===== src/rtl/rr_arbiter16_if.sv =====
// Request/grant bundle for the 16-way round-robin arbiter.
// master = requester side, slave = arbiter side.
interface rr_arbiter16_if #(
   parameter int unsigned N_REQ = 16,
   parameter int unsigned IDX_W = 4
);
   logic             enable;
   logic [N_REQ-1:0] req;
   logic             done;
   logic [N_REQ-1:0] grant;
   logic [IDX_W-1:0] grant_idx;
   logic             grant_valid;
   logic             timeout;

   modport master (
      output enable, req, done,
      input  grant, grant_idx, grant_valid, timeout
   );

   modport slave (
      input  enable, req, done,
      output grant, grant_idx, grant_valid, timeout
   );
endinterface


===== src/rtl/rr_arbiter16.sv =====
// 16-way round-robin arbiter with registered one-hot grant and binary index.
// Optional hold watchdog enabled by defining ARB_TIMEOUT_EN.
module rr_arbiter16 #(
   parameter int unsigned N_REQ    = 16,
   parameter int unsigned IDX_W    = 4,
   parameter int unsigned HOLD_MAX = 64
) (
   input logic           clk,
   input logic           rst_n,
   rr_arbiter16_if.slave bus
);

   if (N_REQ != 16 || IDX_W != $clog2(N_REQ)) begin : gen_bad_size
      $error("rr_arbiter16: N_REQ must be 16 and IDX_W must be log2(N_REQ)");
   end
   if (HOLD_MAX < 2) begin : gen_bad_hold
      $error("rr_arbiter16: HOLD_MAX must be at least 2");
   end

   typedef enum logic [1:0] {
      StIdle    = 2'd0,
      StBusy    = 2'd1,
      StRelease = 2'd2
   } state_t;

   state_t           state_q;
   logic [IDX_W-1:0] ptr_q;
   logic [N_REQ-1:0] grant_q;
   logic [IDX_W-1:0] idx_q;
   logic             valid_q;

   logic [IDX_W-1:0] scan_idx;
   logic [IDX_W-1:0] pick_idx;
   logic             pick_hit;
   logic             busy_exit;

   // Scan from the far end back towards ptr so the nearest set bit wins.
   always_comb begin
      scan_idx = '0;
      pick_idx = '0;
      pick_hit = 1'b0;
      for (int k = N_REQ - 1; k >= 0; k--) begin
         scan_idx = ptr_q + IDX_W'(k);
         if (bus.req[scan_idx]) begin
            pick_idx = scan_idx;
            pick_hit = 1'b1;
         end
      end
   end

   // A done together with a withdrawn request is still a single release.
   assign busy_exit = bus.done || !bus.req[idx_q];

`ifdef ARB_TIMEOUT_EN
   localparam int unsigned CntW = $clog2(HOLD_MAX) + 1;

   logic [CntW-1:0] hold_cnt_q;
   logic            timeout_q;
   logic            expire;

   // A normal release on the expiry cycle wins over the watchdog.
   assign expire      = (hold_cnt_q == CntW'(HOLD_MAX - 1)) && !busy_exit;
   assign bus.timeout = timeout_q;
`else
   assign bus.timeout = 1'b0;
`endif

   always_ff @(posedge clk or negedge rst_n) begin
      if (!rst_n) begin
         state_q    <= StIdle;
         ptr_q      <= '0;
         grant_q    <= '0;
         idx_q      <= '0;
         valid_q    <= 1'b0;
`ifdef ARB_TIMEOUT_EN
         hold_cnt_q <= '0;
         timeout_q  <= 1'b0;
`endif
      end else begin
`ifdef ARB_TIMEOUT_EN
         timeout_q <= 1'b0;
`endif
         unique case (state_q)
            StIdle: begin
               if (bus.enable && pick_hit) begin
                  grant_q    <= N_REQ'(1) << pick_idx;
                  idx_q      <= pick_idx;
                  valid_q    <= 1'b1;
                  state_q    <= StBusy;
`ifdef ARB_TIMEOUT_EN
                  hold_cnt_q <= '0;
`endif
               end
            end
            StBusy: begin
`ifdef ARB_TIMEOUT_EN
               if (busy_exit || expire) begin
                  timeout_q <= expire;
`else
               if (busy_exit) begin
`endif
                  grant_q <= '0;
                  idx_q   <= '0;
                  valid_q <= 1'b0;
                  ptr_q   <= idx_q + 1'b1;
                  state_q <= StRelease;
               end
`ifdef ARB_TIMEOUT_EN
               else begin
                  hold_cnt_q <= hold_cnt_q + 1'b1;
               end
`endif
            end
            StRelease: state_q <= StIdle;
            default:   state_q <= StIdle;
         endcase
      end
   end

   assign bus.grant       = grant_q;
   assign bus.grant_idx   = idx_q;
   assign bus.grant_valid = valid_q;

endmodule


===== src/flat_wrapper.sv =====
// flat-port wrapper written by rule: the top's interface ports become plain ports
module rr_arbiter16_flat 
#(
   parameter int unsigned N_REQ    = 16,
   parameter int unsigned IDX_W    = 4,
   parameter int unsigned HOLD_MAX = 64
)
  (clk, rst_n, bus_enable, bus_req, bus_done, bus_grant, bus_grant_idx, bus_grant_valid, bus_timeout);
  rr_arbiter16_if #(.N_REQ(N_REQ), .IDX_W(IDX_W)) bus_i ();
  input logic clk;
  input logic rst_n;
  input wire logic [$bits(bus_i.enable)-1:0] bus_enable;
  input wire logic [$bits(bus_i.req)-1:0] bus_req;
  input wire logic [$bits(bus_i.done)-1:0] bus_done;
  output wire logic [$bits(bus_i.grant)-1:0] bus_grant;
  output wire logic [$bits(bus_i.grant_idx)-1:0] bus_grant_idx;
  output wire logic [$bits(bus_i.grant_valid)-1:0] bus_grant_valid;
  output wire logic [$bits(bus_i.timeout)-1:0] bus_timeout;
  assign bus_i.enable = bus_enable;
  assign bus_i.req = bus_req;
  assign bus_i.done = bus_done;
  assign bus_grant = bus_i.grant;
  assign bus_grant_idx = bus_i.grant_idx;
  assign bus_grant_valid = bus_i.grant_valid;
  assign bus_timeout = bus_i.timeout;
  rr_arbiter16 #(.N_REQ(N_REQ), .IDX_W(IDX_W), .HOLD_MAX(HOLD_MAX)) u_core (.clk(clk), .rst_n(rst_n), .bus(bus_i));
endmodule

===== config.mk =====
export PLATFORM = sky130hd
export DESIGN_NAME = rr_arbiter16_flat
export DESIGN_NICKNAME = d
export VERILOG_FILES = /design/src/rtl/rr_arbiter16_if.sv /design/src/rtl/rr_arbiter16.sv /design/src/flat_wrapper.sv
export SDC_FILE = /design/constraint.sdc
export NUM_CORES = 1
export LEC_CHECK = 0
export CAP_MARGIN = 20
export CORE_MARGIN = 2
export CORE_UTILIZATION = 25
export DETAILED_ROUTE_END_ITERATION = 7
export GPL_TIMING_DRIVEN = 0
export PLACE_DENSITY = 0.49
export SETUP_SLACK_MARGIN = 0.5
export SLEW_MARGIN = 20
export SYNTH_ARGS = -nofsm -noshare
export SYNTH_HDL_FRONTEND = slang
export SYNTH_SLANG_ARGS = --single-unit

===== constraint.sdc =====
create_clock -name clk -period 6.9 [get_ports clk]
set_input_delay 0.69 -clock clk [delete_from_list [all_inputs] [get_ports clk]]
set_output_delay 0.69 -clock clk [all_outputs]
set_load 0.05 [all_outputs]

==> impl_metrics.ini <==
[run_status]
outcome = completed

[critical_path]
critPathSlowestCell = a31oi_2
cp_max_fo = 10
critPathArrivalTime_ns = 5.42
cp_top_family = buffers and inverters
critPathLaunchType = flip-flop
critical_path_class = reg2reg
crit_top_cell = buf_2
slowest_delay_ns = 0.65
cp.required_ns = 7.01
path_buf_inv = 5
crit_path_end_kind = flip-flop
cp_cell_sequence = buf_2, clkbuf_1, inv_1, ha_1, buf_2, buf_2, mux4_2, mux2i_1, mux2i_2, nand2b_1, a21oi_1, nand4_1, a31oi_2, o41ai_2

[clocking]
clock-root-buffer = clkbuf_16
holdBufCountCts = 0
htree_levels = 1
cts_tree = yes
cts_sinks = 27
postCtsSetupBuffers = 0
postCtsResizedCells = 0
clock_latency_ns = 0.26
numCtsBuffers = 3
ctsLongestPathBuffers = 2
clkTransAtPathRegs_ns = 0.07

[detailed_routing]
drtAntennaViolNets = 0
route.detailed.drc = 0
drt_iter0_markers = 170
drt_first_pass_iters = 5
via_per_inst = 5.69
wl_per_cell_um = 19.7
wl_um = 13000
num_vias = 3763

[floorplan]
rows = 45
core_mm2 = 0.0153
start_util = 0.257
die_w_um = 129
die_area_mm2 = 0.0167
die_h_um = 129
ios = 42

[finish]
final_cell_mix = 39 x clkdlybuf4s50_1, 31 x nand3_1, 30 x mux2i_1
instances_no_fill = 661
antenna_cells = 0
area_delta_synth_final_pct = 18.8
final_common_cell = clkdlybuf4s50_1
drive_gt1_frac = 0.209
nets = 479

[global_routing]
grt_use_total = 0.157
grt_overflow = 0
grt_pass1_vias = 3639
grt_max_degree = 28
grt_pass1_wl_um = 20600
antenna_found_initial = 0

[placed_design]
io_buffers = 40
dp.cells = 657
place.gp.congestion = 0.880
dpl.hpwl_um = 10200

[sta]
rsz0062_at_grt = false
setup_violations = 0
slew_viol_final = 0
finClkSkew_ns = 0.00254
tightest_slew_ns = 0.778
hold_ws_ns = 0.439
fin_setup_tns_ns = 0
layout_min_cycle_time_ns = 5.31
layout_worst_path_cycle_share = 0.769
max_slew_margin = 0.467
fmax_mhz = 188
hold_violations = 0

[worst_hold_path]
hp-class = in2async

[synthesis]
synthTopCellsByArea = dfrtp_1 17%, mux4_2 16%, mux2i_1 7.6%
synth_top_family_by_area = multiplexers
post-synth-top-area-cell = dfrtp_1
synthDistinctLibCells = 76
synth_area_mm2 = 0.00393
synth_edf_count = 0
muxShareOfSynthArea = 0.287
synth-seq-area-share = 0.172
synth_fp_nets = 434
synthAdderAreaFrac = 0.0255
synth_area_per_cell_um2 = 9.68
synth_compound_gate_area_share = 0.251
async_reset_ff_frac = 1.00
synthCells = 406
synth_top_area_share = 0.172
yosys.area_share.xor_xnor = 0.0328
yosysWarnings = 0
synthSimpleGateAreaFrac = 0.169
yosys_register_bits = 27
synth-main-ff-cell = dfrtp_1

[run]
max-cap-violations = 0
## final timing paths
kind | startpoint | to | slack (ns) | depth (start not counted)
worst min register to register | u_core.bus.grant_valid | u_core.bus.grant_valid | 0.49 | 2
min in group clk | u_core.bus.grant_valid | u_core.bus.grant_valid | 0.49 | 2
worst max-delay path | u_core.ptr_q[1] | u_core.bus.grant[1] | 1.59 | 14
worst max register to register | u_core.ptr_q[1] | u_core.bus.grant[1] | 1.59 | 14
max in group asynchronous | rst_n | u_core.ptr_q[2] | 6.06 | 1
worst min-delay path | rst_n | u_core.bus.grant[5] | 0.44 | 1
## final cells by class
class                           instances  area [µm²]
Clock buffer                            4        78.8
Multi-Input combinational cell        332        3010
Fill cell                            1595       10600
Sequential cell                        27         676
Buffer                                 31         181
Inverter                               16        60.1
Timing Repair Buffer                   40         395
Tap cell                              211         264
## metrics by stage
step                      setup slack, ns  area, µm²   util
final                                1.59       4670  0.306
after detailed placement             1.72       4590  0.301
after global placement               1.73       4590  0.301
after floorplan                      2.87       3930      -
after CTS                            1.70       4670  0.306
after global routing                 1.24       4670  0.306
## flip-flops by register name, indices dropped and copies added, names as in the netlist
register / flops
u_core.state_q: 2
u_core.ptr_q: 4
u_core.bus.grant_idx: 4
u_core.bus.grant_valid: 1
u_core.bus.grant: 16
## Yosys cell counts, types with 5 or more instances
cell,instances
a211oi_1,6
a21oi_1,16
a22oi_1,8
and2_1,9
buf_2,10
buf_4,5
clkbuf_1,12
dfrtp_1,27
ha_1,8
inv_1,15
mux2_2,13
mux2i_1,30
mux4_2,28
nand2_1,24
nand2b_1,8
nand3_1,31
nor2_1,13
nor2b_1,5
nor3_1,8
o211ai_1,6
o21ai_0,17
o41ai_2,16
xor2_1,7
## kinds of logic (layout without fill, tap and decap cells)
kind of cell | after synthesis | after routing
and+or+nand+nor | 121 | 121
AOI/OAI and AO/OA | 115 | 115
muxes | 74 | 74
buffers and inverters | 47 | 91
DFF | 27 | 27
xor gates and xnor gates | 13 | 13
adders and majority gates | 8 | 8
other | 1 | 1
## routing by layer
layer,up-vias,global-route usage,routed length [µm]
li1,1696,-,-
met2,141,0.250,6000
met5,-,0,0
met4,0,0.0352,282
met3,21,0.0211,714
met1,1905,0.227,6030
Power is not shown: default switching activity piles up to over one toggle a cycle in this logic, so the estimate is an artifact.
